<file path="config.mk">
export PLATFORM = sky130hd
export DESIGN_NAME = uart_6byte_rx
export DESIGN_NICKNAME = d
export VERILOG_FILES = /design/src/rtl/uart_pkg.sv /design/src/rtl/uart_1byte_rx.sv /design/src/rtl/uart_6byte_rx.sv
export SDC_FILE = /design/constraint.sdc
export NUM_CORES = 1
export LEC_CHECK = 0
export BUFFER_PORTS_ARGS = -buffer_cell sky130_fd_sc_hd__buf_2
export CAP_MARGIN = 15
export CORE_UTILIZATION = 52
export CTS_CLUSTER_DIAMETER = 60
export DETAILED_ROUTE_END_ITERATION = 10
export GPL_ROUTABILITY_DRIVEN = 1
export PLACE_DENSITY_LB_ADDON = 0.15
export SLEW_MARGIN = 20
export SYNTH_ARGS = -nofsm -noshare
export SYNTH_HDL_FRONTEND = slang
export SYNTH_SLANG_ARGS = --single-unit
</file>
<file path="constraint.sdc">
create_clock -name clk -period 2 [get_ports clk]
set_input_delay 0.1 -clock clk [delete_from_list [all_inputs] [get_ports clk]]
set_output_delay 0.1 -clock clk [all_outputs]
set_load 0.01 [all_outputs]
</file>
<file path="src/rtl/uart_pkg.sv">
// Shared UART definitions: default line parameters, frame width and the
// byte-level state encoding used by both the 1-byte receiver and transmitter.
package uart_pkg;

  localparam int DEFAULT_CLK_FREQ = 50_000_000;
  localparam int DEFAULT_BAUD     = 115200;
  localparam int NBYTES           = 6;

  typedef enum logic [1:0] {
    ST_IDLE  = 2'd0,
    ST_START = 2'd1,
    ST_DATA  = 2'd2,
    ST_STOP  = 2'd3
  } uart_state_e;

  function automatic int baud_cnt(input int clk_freq, input int baud);
    return clk_freq / baud;
  endfunction

endpackage

</file>
<file path="src/rtl/uart_1byte_rx.sv">
// 8N1 byte receiver: 2-FF input synchroniser, baud counter and
// IDLE/START/DATA/STOP FSM producing registered rx_done / rx_err strobes.
module uart_1byte_rx
  import uart_pkg::*;
#(
  parameter int CLK_FREQ = DEFAULT_CLK_FREQ,
  parameter int BAUD     = DEFAULT_BAUD
) (
  input  logic       clk,
  input  logic       rst_n,
  input  logic       uart_rx,
  output logic [7:0] rx_data,
  output logic       rx_done,
  output logic       rx_err
);

  localparam int BAUD_CNT = baud_cnt(CLK_FREQ, BAUD);
  localparam int CNT_W    = $clog2(BAUD_CNT + 1);
  localparam logic [CNT_W-1:0] HALF_LAST = CNT_W'(BAUD_CNT / 2 - 1);
  localparam logic [CNT_W-1:0] BIT_LAST  = CNT_W'(BAUD_CNT - 1);

  logic             r_sync1;
  logic             r_sync2;
  logic             r_rxPrev;
  logic             w_rx;
  uart_state_e      r_state;
  uart_state_e      w_nextState;
  logic [CNT_W-1:0] r_cnt;
  logic [2:0]       r_bitIdx;
  logic [7:0]       r_shift;
  logic             r_done;
  logic             r_err;
  logic             w_cntClr;
  logic             w_shiftEn;
  logic             w_done;
  logic             w_err;

  assign w_rx    = r_sync2;
  assign rx_data = r_shift;
  assign rx_done = r_done;
  assign rx_err  = r_err;

  // Flops reset high so a reset never looks like a start edge.
  always_ff @(posedge clk) begin
    if (!rst_n) begin
      r_sync1  <= 1'b1;
      r_sync2  <= 1'b1;
      r_rxPrev <= 1'b1;
    end else begin
      r_sync1  <= uart_rx;
      r_sync2  <= r_sync1;
      r_rxPrev <= r_sync2;
    end
  end

  always_ff @(posedge clk) begin
    if (!rst_n) begin
      r_state  <= ST_IDLE;
      r_cnt    <= '0;
      r_bitIdx <= 3'd0;
      r_shift  <= 8'h00;
      r_done   <= 1'b0;
      r_err    <= 1'b0;
    end else begin
      r_state <= w_nextState;
      r_cnt   <= w_cntClr ? '0 : r_cnt + 1'b1;
      r_done  <= w_done;
      r_err   <= w_err;
      if (w_shiftEn) begin
        r_shift  <= {w_rx, r_shift[7:1]};
        r_bitIdx <= r_bitIdx + 3'd1;
      end
    end
  end

  // STOP returns to IDLE at the mid-stop sample so an immediately following
  // start bit is still seen as a fresh falling edge.
  always_comb begin
    w_nextState = r_state;
    w_cntClr    = 1'b0;
    w_shiftEn   = 1'b0;
    w_done      = 1'b0;
    w_err       = 1'b0;
    case (r_state)
      ST_IDLE: begin
        w_cntClr = 1'b1;
        if (r_rxPrev && !w_rx) w_nextState = ST_START;
      end
      ST_START: begin
        if (r_cnt == HALF_LAST) begin
          w_cntClr    = 1'b1;
          w_nextState = w_rx ? ST_IDLE : ST_DATA;
        end
      end
      ST_DATA: begin
        if (r_cnt == BIT_LAST) begin
          w_cntClr  = 1'b1;
          w_shiftEn = 1'b1;
          if (r_bitIdx == 3'd7) w_nextState = ST_STOP;
        end
      end
      ST_STOP: begin
        if (r_cnt == BIT_LAST) begin
          w_cntClr    = 1'b1;
          w_nextState = ST_IDLE;
          w_done      = w_rx;
          w_err       = !w_rx;
        end
      end
      default: w_nextState = ST_IDLE;
    endcase
  end

endmodule

</file>
<file path="src/rtl/uart_6byte_rx.sv">
// Collects six UART bytes (first byte in the low bits) into one 48-bit word,
// discarding partial frames on stop-bit errors or an inter-byte timeout.
module uart_6byte_rx
  import uart_pkg::*;
#(
  parameter int CLK_FREQ     = DEFAULT_CLK_FREQ,
  parameter int BAUD         = DEFAULT_BAUD,
  parameter int TIMEOUT_BITS = 20
) (
  input  logic                  clk,
  input  logic                  rst_n,
  input  logic                  uart_rx,
  output logic [8*NBYTES-1:0]   uart_data_out,
  output logic                  recv_done,
  output logic                  frame_err
);

  localparam int BAUD_CNT     = baud_cnt(CLK_FREQ, BAUD);
  localparam int TIMEOUT_CLKS = TIMEOUT_BITS * BAUD_CNT;
  localparam int GAP_W        = $clog2(TIMEOUT_CLKS + 1);
  // Expiry is decoded two counts early so frame_err rises exactly
  // TIMEOUT_CLKS cycles after the last rx_done strobe.
  localparam logic [GAP_W-1:0] GAP_EXPIRE = GAP_W'(TIMEOUT_CLKS - 2);
  localparam logic [2:0]       LAST_IDX   = 3'(NBYTES - 1);

  logic [7:0]          w_rxData;
  logic                w_rxDone;
  logic                w_rxErr;
  logic                w_timeout;
  logic [8*NBYTES-1:0] w_assembled;
  logic [2:0]          r_idx;
  logic [8*NBYTES-1:0] r_staging;
  logic [GAP_W-1:0]    r_gap;
  logic [8*NBYTES-1:0] r_dataOut;
  logic                r_recvDone;
  logic                r_frameErr;

  uart_1byte_rx #(
    .CLK_FREQ (CLK_FREQ),
    .BAUD     (BAUD)
  ) u_byteRx (
    .clk     (clk),
    .rst_n   (rst_n),
    .uart_rx (uart_rx),
    .rx_data (w_rxData),
    .rx_done (w_rxDone),
    .rx_err  (w_rxErr)
  );

  assign uart_data_out = r_dataOut;
  assign recv_done     = r_recvDone;
  assign frame_err     = r_frameErr;
  assign w_timeout     = (r_idx != 3'd0) && (r_gap == GAP_EXPIRE);

  always_comb begin
    w_assembled = r_staging;
    for (int i = 0; i < NBYTES; i++) begin
      if (r_idx == 3'(i)) w_assembled[8*i +: 8] = w_rxData;
    end
  end

  // Byte events take priority over timeout; the gap counter only runs mid-frame.
  always_ff @(posedge clk) begin
    if (!rst_n) begin
      r_idx      <= 3'd0;
      r_staging  <= '0;
      r_gap      <= '0;
      r_dataOut  <= '0;
      r_recvDone <= 1'b0;
      r_frameErr <= 1'b0;
    end else begin
      r_recvDone <= 1'b0;
      r_frameErr <= 1'b0;
      if (w_rxErr) begin
        r_idx      <= 3'd0;
        r_staging  <= '0;
        r_gap      <= '0;
        r_frameErr <= 1'b1;
      end else if (w_rxDone) begin
        r_gap     <= '0;
        r_staging <= w_assembled;
        if (r_idx == LAST_IDX) begin
          r_idx      <= 3'd0;
          r_dataOut  <= w_assembled;
          r_recvDone <= 1'b1;
        end else begin
          r_idx <= r_idx + 3'd1;
        end
      end else if (w_timeout) begin
        r_idx      <= 3'd0;
        r_staging  <= '0;
        r_gap      <= '0;
        r_frameErr <= 1'b1;
      end else if (r_idx != 3'd0) begin
        r_gap <= r_gap + 1'b1;
      end
    end
  end

endmodule

</file>
; ---- Word-level counts from Yosys, hierarchy flattened
; Index checks and enable logic that the tools add are counted.
[totals]
in_bits = 3
ff_bits = 142
elab_cells = 80
[classes]
n_reduce_logical = 15
n_mux = 26
n_bitwise = 3
n_addsub = 4
eq_ne = 17
[ops]
columns = operator, count
row1 = two-way mux 48 bit, 2
row2 = two-way mux 8 bit, 6
row3 = "adder 14 x 1 -> 14 bit, second input constant", 1
row4 = "== test 14 bit, second input constant", 1
row5 = two-way mux 2 bit, 6
row6 = "inequality test 2 x 1 -> 1 bit, second input constant", 5
row7 = "adder 9 x 1 -> 9 bit, second input constant", 1
row8 = "== test 3 bit, second input constant", 3
row9 = "== test 9 x 8 -> 1 bit, second input constant", 1
row10 = "== test 9 bit, second input constant", 1
row11 = two-way mux 3 bit, 3
row12 = one-hot mux 2 bit (4 select lines), 1
row13 = two-way mux 1 bit, 7
row14 = "adder 3 x 1 -> 3 bit, second input constant", 2
row15 = "== test 3 x 2 -> 1 bit, second input constant", 2
row16 = AND reduction 3 bit, 2
row17 = OR reduction 2 bit, 3
row18 = AND reduction 5 bit, 1
row19 = "== test 2 bit, second input constant", 2
row20 = OR reduction 4 bit, 1
row21 = "== test 3 x 1 -> 1 bit, second input constant", 1
row22 = logical NOT 3 bit, 1
row23 = NOT 1 bit, 3
row24 = one-hot mux 1 bit (3 select lines), 1
row25 = other kinds (7), 8

; ---- Logic depth before layout (Yosys ltp)
[depth]
depth_word = 5
mapped_depth = 8

; ---- By module
; A second synthesis with hierarchy kept.
[hier_totals]
hier_cells = 543
hier_area_um2 = 5262.5
[by_module_without_submodules]
columns = mod, area_each_um2, instances, cells_per_inst, seq_area_each_um2
row1 = uart_6byte_rx, 4149.0, 1, 419, 2142.1
row2 = uart_1byte_rx, 1113.6, 1, 124, 540.5

; ---- Worst setup path before layout
; OpenSTA, ideal clock, no wires.
[synth_timing]
path_type = register to register
start = register r_gap[0]
end = register r_gap[7]
arrival_time_ns = 1.844
required_ns = 1.885
period_less_slack_ns = 1.959
slack_ns = 0.041
n_path_buf = 2
stages_incl_launch_ff = 9
cell_sequence = dfxtp_1 > inv_1 > ha_1 > or4b_1 > nor4_4 > or2_2 > buf_2 > buf_4 > nor2_1
[synth_via]
elab_chain_cells = 3
[synth_rtl]
columns = element, line
row1 = "start, declared", uart_6byte_rx.sv:33  ; logic [GAP_W-1:0] r_gap;
row2 = "start signal, assigned", uart_6byte_rx.sv:95  ; r_gap <= r_gap + 1'b1;
row3 = "parallel branches: the longest is 3 deep, another holds adder 14 x 1 -> 14 bit", -
; Parallel ways; which one is timed is not known.
; A chain may end at the register's enable or synchronous reset.

; ---- Worst setup path in the final report
[layout_timing]
start = register r_gap[0]
end = register r_staging[14]
[layout_via]
elab_chain_cells = 3
[layout_rtl]
columns = element, line
row1 = == test 14 bit, uart_6byte_rx.sv:53  ; assign w_timeout = (r_idx != 3'd0) && (r_gap == GAP_EXPIRE);
row2 = logical AND 1 bit, uart_6byte_rx.sv:53
row3 = nonzero test 2 bit (no source line), -
row4 = "end signal, assigned", uart_6byte_rx.sv:81  ; r_staging <= w_assembled;
row5 = "end, declared", uart_6byte_rx.sv:32  ; logic [8*NBYTES-1:0] r_staging;
; No other way between the ends.

==> impl_metrics.toml <==
[synthesis]
synth.distinct_cells = 49
synthCells = 532
synth-xor-area-share = 0.0331
synth_compound_area_frac = 0.171
synth.top_cell.area_share = 0.507
synthArstFlopShare = 0
syn_nets = 543
synthAdderAreaFrac = 0.0189
synth_top_family_by_area = "compound AO/OA/AOI/OAI gates"
ys_seq_elements = 134
synthSimpleGateAreaFrac = 0.167
synth_edf_count = 0
yosysSeqAreaShare = 0.507
yosys-top-cells-area = "dfxtp_1, mux2i_1, a22o_1"
synth_top_cell_by_area = "dfxtp_1"
yosys-mux-area-fraction = 0.0681
ys.flop_type = "dfxtp_1"
syn_avg_cell_area_um2 = 9.94
syn_area_um2 = 5290
synth_warnings = 0

[timing]
hold_violations = 0
worst_hold_slack_ns = 0.0654
slew_headroom = 0.610
worst_pin_slew_ns = 0.585
grt_setup_unrepaired = "false"
fin_setup_tns_ns = 0
post-route-min-period_ns = 1.88
fin_crit_sh = 0.942
setup_viol = 0
fin_skew_ns = 0.00788
max_freq_mhz = 531
final_max_slew_viol_count = 0

[power_and_ir_drop]
leakage_nw = 2.70
power_density_nw_per_um2 = 923
vdd_ir_drop_max_mv = 0.509

[route]
drc = 0
wirelength_um = 10900
detail_route.wl_per_cell_um = 15.0
route.antenna.remaining_nets = 0
vias = 3967
dr.pass1.iters = 4
first_iter_violations = 152
via_per_inst = 5.46

[cells_and_area]
n_antenna_cell = 0
fin_cells = 727
stdcell_area_um2 = 6370
nets = 594
area_growth_pct = 20.5
drive_above_1_share = 0.192

[status]
outcome = "completed"

[worst_hold_path]
hold_class = "in -> reg"

[critical_path]
worstPathMaxFanout = 8
worstPathArrival_ns = 2.30
criticalPathCategory = "reg -> reg"
cp-end-kind = "flip-flop"
start_kind = "flip-flop"
critPathRequiredTime_ns = 2.41

[cts]
cts.clk_slew.worst_paths_ns = 0.06
root_buffer = "clkbuf_8"
clock_path_buffers = 2
cts_made_buffers = 17
clk_latency_ns = 0.52
cts_sinks = 134
htree_levels = 4
tritoncts = "yes"

[global_route]
grt_antenna_before_repair = 0
grt_pass1_vias = 3622
overflow = 0
grt_max_degree = 73
grt_pass1_wl_um = 17600
track_usage = 0.219

[place]
port_buffers = 52
placed_area_um2 = 5720
placedCellCount = 695
gp_congestion = 0.799
dp_hpwl_um = 7030

[die]
die_width_um = 103
start_util = 0.539
core_um2 = 9820
design.die.area_um2 = 10600
pin_count = 53
die_h_um = 103
rows = 36

[job]
max-cap-violations = 0
==> synth_stat cells (all sizes together), types with 2 or more instances <==
library cell and count:
dfxtp 134, nand2 85, a22o 40, mux2i 36, nor2 34, clkbuf 27
a21boi 25, o211a 24, buf 12, xnor2 11, nor2b 10, xor2 9
ha 8, inv 7, nand4 7, nand3 6, and2 5, o22ai 5
nor4 4, o21ai 4, and4 3, nand2b 3, nand3b 3, nor3b 3
or3b 3, a21oi 2, nor3 2, o21a 2, or3 2, or4b 2
==> state kept, by name (all words and copies together), names as in the netlist, named ones only <==
name and cells:
u_byteRx.r_cnt 9, u_byteRx.rx_err 1, u_byteRx.r_rxPrev 1, u_byteRx.r_sync1 1, u_byteRx.rx_data 8, uart_data_out 48, frame_err 1, r_staging 40
u_byteRx.rx_done 1, r_idx 3, recv_done 1, u_byteRx.r_bitIdx 3, r_gap 14, u_byteRx.r_state 1, u_byteRx.r_sync2 1
==> cell usage in the layout, fill, tap and decap left out, drive strengths merged, types with 4 or more instances in the layout <==
master | Yosys | routed
mux2i | 36 | 36
a22o | 40 | 40
o211a | 24 | 24
xor2 | 9 | 9
a21boi | 25 | 25
buf | 12 | 70
nor2b | 10 | 10
bufinv | 0 | 4
o21ai | 4 | 4
xnor2 | 11 | 11
inv | 7 | 7
ha | 8 | 8
o22ai | 5 | 5
dfxtp | 134 | 134
nand2 | 85 | 85
nand3 | 6 | 6
clkinv | 0 | 6
clkbuf | 27 | 17
nor4 | 4 | 4
and2 | 5 | 5
nor2 | 34 | 34
nand4 | 7 | 7
==> cell families after synthesis <==
family / count (synthesis)
AND/OR/NAND/NOR: 180
XOR/XNOR: 20
buffers and inverters: 46
AO/OA/AOI/OAI: 108
flip-flops: 134
adder cells (fa/ha/maj): 8
multiplexers: 36
==> metrics by stage <==
| step | power [mW] | utilization | setup slack [ns] |
|---|---|---|---|
| finish | 5.88 | 0.649 | 0.115 |
| global route | 6.05 | 0.649 | 0.0189 |
| CTS | 5.94 | 0.647 | -0.00159 |
| detailed placement | 2.80 | 0.583 | -0.199 |
| global placement | 2.80 | 0.583 | -0.136 |
| floorplan | 2.78 | - | 0.0414 |
==> area by class of cell <==
type | count | area, um2
Multi-Input combinational cell | 352 | 2470
Clock inverter | 13 | 184
Sequential cell | 134 | 2680
Timing Repair Buffer | 71 | 434
Fill cell | 833 | 3450
Clock buffer | 17 | 414
Tap cell | 133 | 166
Inverter | 7 | 26.3
==> final timing paths <==
path,startpoint,end,slack [ns],cells after the start
hold / removal,rst_n,uart_data_out[8]$_SDFFE_PN0P_,0.07,3
setup reg to reg,r_gap[0]$_SDFFE_PP0N_,r_staging[14]$_SDFFE_PP0P_,0.12,8
setup / recovery,r_gap[0]$_SDFFE_PP0N_,r_staging[14]$_SDFFE_PP0P_,0.12,8
hold reg to reg,u_byteRx.r_sync1$_SDFF_PN1_,u_byteRx.r_sync2$_SDFF_PN1_,0.44,1
==> worst max-delay path, stage by stage (launching register included) <==
cell and delay (ns):
dfxtp_1 0.31, inv_1 0.06, ha_1 0.13, or4b_1 0.48, nor4_4 0.17, buf_6 0.18
buf_4 0.14, o21ai_2 0.11, a22o_1 0.21
==> where the power goes <==
part,total [mW],leakage (nW),switching [mW],internal (mW)
logic,0.0738,1.34,0.0448,0.0290
registers,2.68,1.08,0.00286,2.67
clock network,3.13,0.285,1.13,2.00
total,5.88,2.70,1.18,4.71
==> what timing repair did <==
action	in CTS	in global routing
buffers inserted	1	0
hold buffers	1	0
hold endpoints to repair	1	0
pin swaps	1	0
gates resized for setup	4	3
setup endpoints to repair	53	37
==> layer usage <==
metal	up-vias	GRT usage	wire length [um]
met5	-	0	0
met2	91	0.345	5180
met3	16	0.0488	445
met1	1889	0.291	5160
li1	1971	-	-
met4	0	0.0953	146
Note: power is estimated with default switching activity, not from simulation.
